`config.mk`:
```
export PLATFORM = sky130hd
export DESIGN_NAME = boss_pattern_ctrl
export DESIGN_NICKNAME = d
export VERILOG_FILES = /design/src/rtl/boss_pattern_ctrl.sv
export SDC_FILE = /design/constraint.sdc
export NUM_CORES = 1
export LEC_CHECK = 0
export CAP_MARGIN = 25
export CORE_ASPECT_RATIO = 1.4
export CORE_MARGIN = 5
export CORE_UTILIZATION = 56
export CTS_CLUSTER_SIZE = 14
export DETAILED_ROUTE_END_ITERATION = 10
export GPL_ROUTABILITY_DRIVEN = 0
export PLACE_DENSITY = 0.94
export SKIP_CTS_REPAIR_TIMING = 1
export SLEW_MARGIN = 20
export SYNTH_ARGS = -nofsm -noshare
export SYNTH_HDL_FRONTEND = slang
export SYNTH_SLANG_ARGS = --single-unit
export TNS_END_PERCENT = 30
```
`constraint.sdc`:
```
create_clock -name i_frame_clk -period 7.2 [get_ports i_frame_clk]
set_input_delay 1.44 -clock i_frame_clk [delete_from_list [all_inputs] [get_ports i_frame_clk]]
set_output_delay 1.44 -clock i_frame_clk [all_outputs]
set_load 0.005 [all_outputs]
```
`src/rtl/boss_pattern_ctrl.sv`:
```
// Frame-rate sequencer for the boss encounter: walks the attack cycle
// spawn -> hold -> sweeps -> dive -> rise -> hold, and decodes mode strobes from state.
module boss_pattern_ctrl #(
    parameter int SPAWN_FRAMES   = 2,
    parameter int HOLD_FRAMES    = 60,
    parameter int SWEEP_FRAMES   = 180,
    parameter int TIMEOUT_FRAMES = 255
) (
    input  logic       i_frame_clk,
    input  logic       i_reset,
    input  logic       i_start,
    input  logic       i_player_dead,
    input  logic [2:0] i_difficulty,
    input  logic       i_hit_top,
    input  logic       i_hit_bottom,
    input  logic       i_beat_boss,
    output logic       o_spawn,
    output logic       o_boss_exists,
    output logic       o_hold,
    output logic       o_back_and_forth,
    output logic       o_flydown,
    output logic       o_rise,
    output logic       o_boss_fire_en,
    output logic       o_defeated,
    output logic [2:0] o_boss_state
);

    typedef enum logic [2:0] {
        S_IDLE     = 3'd0,
        S_SPAWN    = 3'd1,
        S_HOLD     = 3'd2,
        S_SWEEP    = 3'd3,
        S_DIVE     = 3'd4,
        S_RISE     = 3'd5,
        S_DEFEATED = 3'd6
    } state_t;

    localparam logic [8:0] SPAWN_LAST     = 9'(SPAWN_FRAMES - 1);
    localparam logic [8:0] HOLD_LAST_EASY = 9'(HOLD_FRAMES - 1);
    localparam logic [8:0] HOLD_LAST_MED  = 9'((HOLD_FRAMES >> 1) - 1);
    localparam logic [8:0] HOLD_LAST_HARD = 9'((HOLD_FRAMES >> 2) - 1);
    localparam logic [8:0] SWEEP_LAST     = 9'(SWEEP_FRAMES - 1);
    localparam logic [8:0] TIMEOUT_LAST   = 9'(TIMEOUT_FRAMES - 1);

    state_t     r_state;
    state_t     w_next;
    logic [8:0] r_frame_cnt;
    logic [1:0] r_sweep_cnt;
    logic [8:0] w_hold_last;
    logic [1:0] w_sweeps_needed;
    logic       w_first_frame;
    logic       w_unused_diff;

    assign w_unused_diff = i_difficulty[0];
    assign w_first_frame = (r_frame_cnt == 9'd0);

    // Difficulty is live every frame; the medium bit overrides the hard bit.
    always_comb begin
        w_hold_last     = HOLD_LAST_EASY;
        w_sweeps_needed = 2'd3;
        if (i_difficulty[1]) begin
            w_hold_last     = HOLD_LAST_MED;
            w_sweeps_needed = 2'd2;
        end else if (i_difficulty[2]) begin
            w_hold_last     = HOLD_LAST_HARD;
            w_sweeps_needed = 2'd1;
        end
    end

    always_comb begin
        w_next = r_state;
        case (r_state)
            S_IDLE: begin
                if (i_start && !i_player_dead) w_next = S_SPAWN;
            end
            S_SPAWN: begin
                if (i_player_dead)                  w_next = S_IDLE;
                else if (r_frame_cnt == SPAWN_LAST) w_next = S_HOLD;
            end
            S_HOLD: begin
                if (i_beat_boss)                     w_next = S_DEFEATED;
                else if (i_player_dead)              w_next = S_IDLE;
                else if (r_frame_cnt == w_hold_last) w_next = S_SWEEP;
            end
            S_SWEEP: begin
                if (i_beat_boss)                    w_next = S_DEFEATED;
                else if (i_player_dead)             w_next = S_IDLE;
                else if (r_frame_cnt == SWEEP_LAST)
                    w_next = (r_sweep_cnt + 2'd1 == w_sweeps_needed) ? S_DIVE : S_HOLD;
            end
            // Hit flags on the first frame are stale sticky values from the datapath.
            S_DIVE: begin
                if (i_beat_boss)        w_next = S_DEFEATED;
                else if (i_player_dead) w_next = S_IDLE;
                else if ((i_hit_bottom && !w_first_frame) || r_frame_cnt == TIMEOUT_LAST)
                    w_next = S_RISE;
            end
            S_RISE: begin
                if (i_beat_boss)        w_next = S_DEFEATED;
                else if (i_player_dead) w_next = S_IDLE;
                else if ((i_hit_top && !w_first_frame) || r_frame_cnt == TIMEOUT_LAST)
                    w_next = S_HOLD;
            end
            S_DEFEATED: w_next = S_DEFEATED;
            default:    w_next = S_IDLE;
        endcase
    end

    always_ff @(posedge i_frame_clk) begin
        if (i_reset) begin
            r_state     <= S_IDLE;
            r_frame_cnt <= 9'd0;
            r_sweep_cnt <= 2'd0;
        end else begin
            r_state <= w_next;
            if (w_next != r_state)
                r_frame_cnt <= 9'd0;
            else if (r_frame_cnt != 9'd511)
                r_frame_cnt <= r_frame_cnt + 9'd1;
            // A fresh attack cycle or a dive restarts the sweep tally.
            if (w_next != r_state && (w_next == S_SPAWN || w_next == S_DIVE))
                r_sweep_cnt <= 2'd0;
            else if (r_state == S_SWEEP && w_next != S_SWEEP)
                r_sweep_cnt <= r_sweep_cnt + 2'd1;
        end
    end

    always_comb begin
        o_spawn          = 1'b0;
        o_boss_exists    = 1'b0;
        o_hold           = 1'b0;
        o_back_and_forth = 1'b0;
        o_flydown        = 1'b0;
        o_rise           = 1'b0;
        o_boss_fire_en   = 1'b0;
        o_defeated       = 1'b0;
        case (r_state)
            S_SPAWN: o_spawn = 1'b1;
            S_HOLD: begin
                o_boss_exists  = 1'b1;
                o_hold         = 1'b1;
                o_boss_fire_en = 1'b1;
            end
            S_SWEEP: begin
                o_boss_exists    = 1'b1;
                o_back_and_forth = 1'b1;
                o_boss_fire_en   = 1'b1;
            end
            S_DIVE: begin
                o_boss_exists = 1'b1;
                o_flydown     = 1'b1;
            end
            S_RISE: begin
                o_boss_exists = 1'b1;
                o_rise        = 1'b1;
            end
            S_DEFEATED: o_defeated = 1'b1;
            default: ;
        endcase
    end

    assign o_boss_state = r_state;

endmodule
```
==> impl_metrics.yaml <==
critical_path:
  cp.required_ps: 7360
  start_kind: "input port"
  arrival_ps: 3920
  critPathMaxStageDelay_ps: 660
  endpoint: "r_sweep_cnt[0]"
  path_class: "in2reg"
  cp_top_family: "simple AND/OR/NAND/NOR gates"
  critical_path_depth: 8
  r2r-start: "r_frame_cnt[2]"
  reg2reg_depth: 7
  rrSetupSlack_ps: 4310
  path_cells: "clkdlybuf4s50_1 > or4b_2 > nor4_1 > a221oi_1 > o211a_1 > or4_4 > a21oi_1 > a221oi_2"
  crit_buf_inv: 1
  r2r-end: "r_sweep_cnt[0]"
  endpoint_kind: "register"
  worst-path-max-fanout: 6
  critPathLaunch: "i_player_dead"
  crit_slowest_cell: "or4b_2"
grt:
  grt_pass1_vias: 1154
  grt_max_degree: 18
  grt_first_pass_wirelength_um: 4910
  track_usage_pct: 18.8
  antenna_found_initial: 0
  grt.overflow.total: 0
logic_synthesis:
  synth_compound_area_share_pct: 23.7
  ys_top_cells_by_area: "dfxtp_1 23%, nor2_1 5.6%, ha_1 5.2%, xor2_1 5.1%, nand2_1 3.7%"
  synth_cells: 148
  synth_edf_count: 0
  yosys.area.top_type_share_pct: 23.2
  synth_top_family_by_area: "simple AND/OR/NAND/NOR gates"
  synth_xor_area_share_pct: 7.96
  syn_area_um2: 1210
  ys_types: 55
  async_flop_share_pct: 0
  ys_ff_latch: 14
  synth_top_area_cell: "dfxtp_1"
  synthSimpleGateAreaFrac_pct: 29.5
  synth_nets: 163
  ys_seq_area_share_pct: 23.2
  synth.mux.area_fraction_pct: 3.41
  syn_area_per_cell_um2: 8.18
  yosys_warnings: 0
  synthAdderAreaFrac_pct: 5.17
  ys.flop_type: "dfxtp_1"
sta:
  period_minus_slack_ps: 3760
  max_freq_mhz: 266
  hold_violations: 0
  setup_viol: 0
  fin_crit_sh_pct: 52.2
  setup_slack_ps: 3440
  fin_skew_ps: 3.89
  drv_slew: 0
  worstMarginPinSlew_ps: 576
  rsz0062_at_grt: "false"
  slew_headroom_pct: 61.5
  fin_tns_setup_ps: 0
pwr:
  power.leakage_nw: 0.543
  peakVddDrop_uv: 73.9
  pwr-share-comb_pct: 15.7
  p_int_mw: 0.122
  power_frac_seq_pct: 49.3
  power_density_nw_per_um2: 117
  finalPower_mw: 0.166
  clkPwrFrac_pct: 34.9
  swShare_pct: 26.8
  p_switching_mw: 0.0446
floorplan:
  ioPinCount: 21
  die_h_um: 65
  core_um2: 2130
  core.rowCount: 20
  start_util_pct: 56.9
  die_area_um2: 3200
  die_x_um: 49.3
detailed_routing:
  drt_first_pass_iters: 4
  vias: 1174
  routed_wl_um: 2790
  via_per_inst: 6.31
  ant_nets: 0
  wl_per_cell_um: 15.0
  drc: 0
  drt_iter0_markers: 53
place:
  port_buffers: 19
  pre_cts_slack_ps: 3190
  dp_cells: 182
  dp_hpwl_um: 2140
run:
  maxCapViolCount: 0
clocking:
  htree_levels: 1
  cts.sinks: 14
  worst_skew_pair.late_latency_ps: 280
  cts_tree: "done"
  cts.clk_slew.worst_paths_ps: 90
  root_buffer: "clkbuf_4"
  cts_buffers: 3
  cts_buffer_depth: 2
layout:
  layout-drive-gt1-share_pct: 9.15
  syn2layout_area_growth_pct: 17.3
  num-nets-final: 180
  instances_no_fill: 186
  num_antenna_cells: 0
run_status:
  run_status: "completed"
worst_hold_path:
  hold_class: "reg2reg"
## worst min path at each step
stage | slack [ps] | cells after the start | start | to
after global placement | 560 | 2 | r_sweep_cnt[0] | r_sweep_cnt[0]
after global routing | 620 | 2 | r_sweep_cnt[1] | r_sweep_cnt[1]
after CTS | 580 | 2 | r_sweep_cnt[0] | r_sweep_cnt[0]
final | 580 | 2 | r_sweep_cnt[0] | r_sweep_cnt[0]
after floorplan | 520 | 2 | r_frame_cnt[8] | r_frame_cnt[8]
after detailed placement | 570 | 2 | r_sweep_cnt[0] | r_sweep_cnt[0]
## tightest hold or removal path: cells and delay by family (launching register included)
family	cells	cell delay, ps
flip-flops	1	340
AO/OA/AOI/OAI	2	200
## kinds of logic after synthesis
logic type,after synthesis
fa+ha+maj,5
flops,14
compound gates,32
xor+xnor,11
buf+inv,18
mux,4
simple gates,64
## registers in the layout (all words and copies together), names as in the netlist
name,cells
o_boss_state,3
r_sweep_cnt,2
r_frame_cnt,9
## layer usage
metal,global-route usage (%),vias up,routed length (um)
met5,0,-,0
met4,12.1,0,119
met3,3.45,13,126
met2,30.6,38,1450
met1,22.0,555,1100
li1,-,568,-
## power by group through the flow
stage | clock network (mW) | registers [mW] | logic (mW)
global route | 0.0643 | 0.0827 | 0.0294
finish | 0.0581 | 0.0821 | 0.0262
floorplan | 0 | 0.0827 | 0.0187
detailed placement | 0 | 0.0839 | 0.0260
global placement | 0 | 0.0838 | 0.0252
CTS | 0.0598 | 0.0822 | 0.0263
## cells in the mapped netlist, drive strengths merged, types with 3 or more instances
cell type and instances:
inv 11, and2 3, mux2i 3, buf 5
o211ai 3, nor2 18, xnor2 4, a21oi 5
nand2b 4, dfxtp 14, xor2 7, nand2 12
ha 5, nor2b 3
## stage by stage
stage / hold slack [ps] / utilization [%] / instance area [um2]
global placement: 555 / 65.0 / 1380
finish: 577 / 66.7 / 1420
detailed placement: 565 / 65.0 / 1380
global route: 621 / 66.7 / 1420
CTS: 584 / 66.7 / 1420
floorplan: 523 / - / 1210
## cells in the final DEF (no fill, tap or decap), types with 4 or more instances in the layout
cell type and instances:
dfxtp_1 14, nor2_1 18, clkdlybuf4s50_1 19, nand2b_1 4, xnor2_1 4, nand2_1 12
a21oi_1 5, xor2_1 7, inv_1 11, ha_1 5
## final cells by class
cell class	instances	area [um2]
Multi-Input combinational cell	116	843
Fill cell	173	708
Sequential cell	14	280
Timing Repair Buffer	19	190
Inverter	11	41.3
Clock buffer	4	36.3
Tap cell	22	27.5
Power figures use the tool's default switching activity.
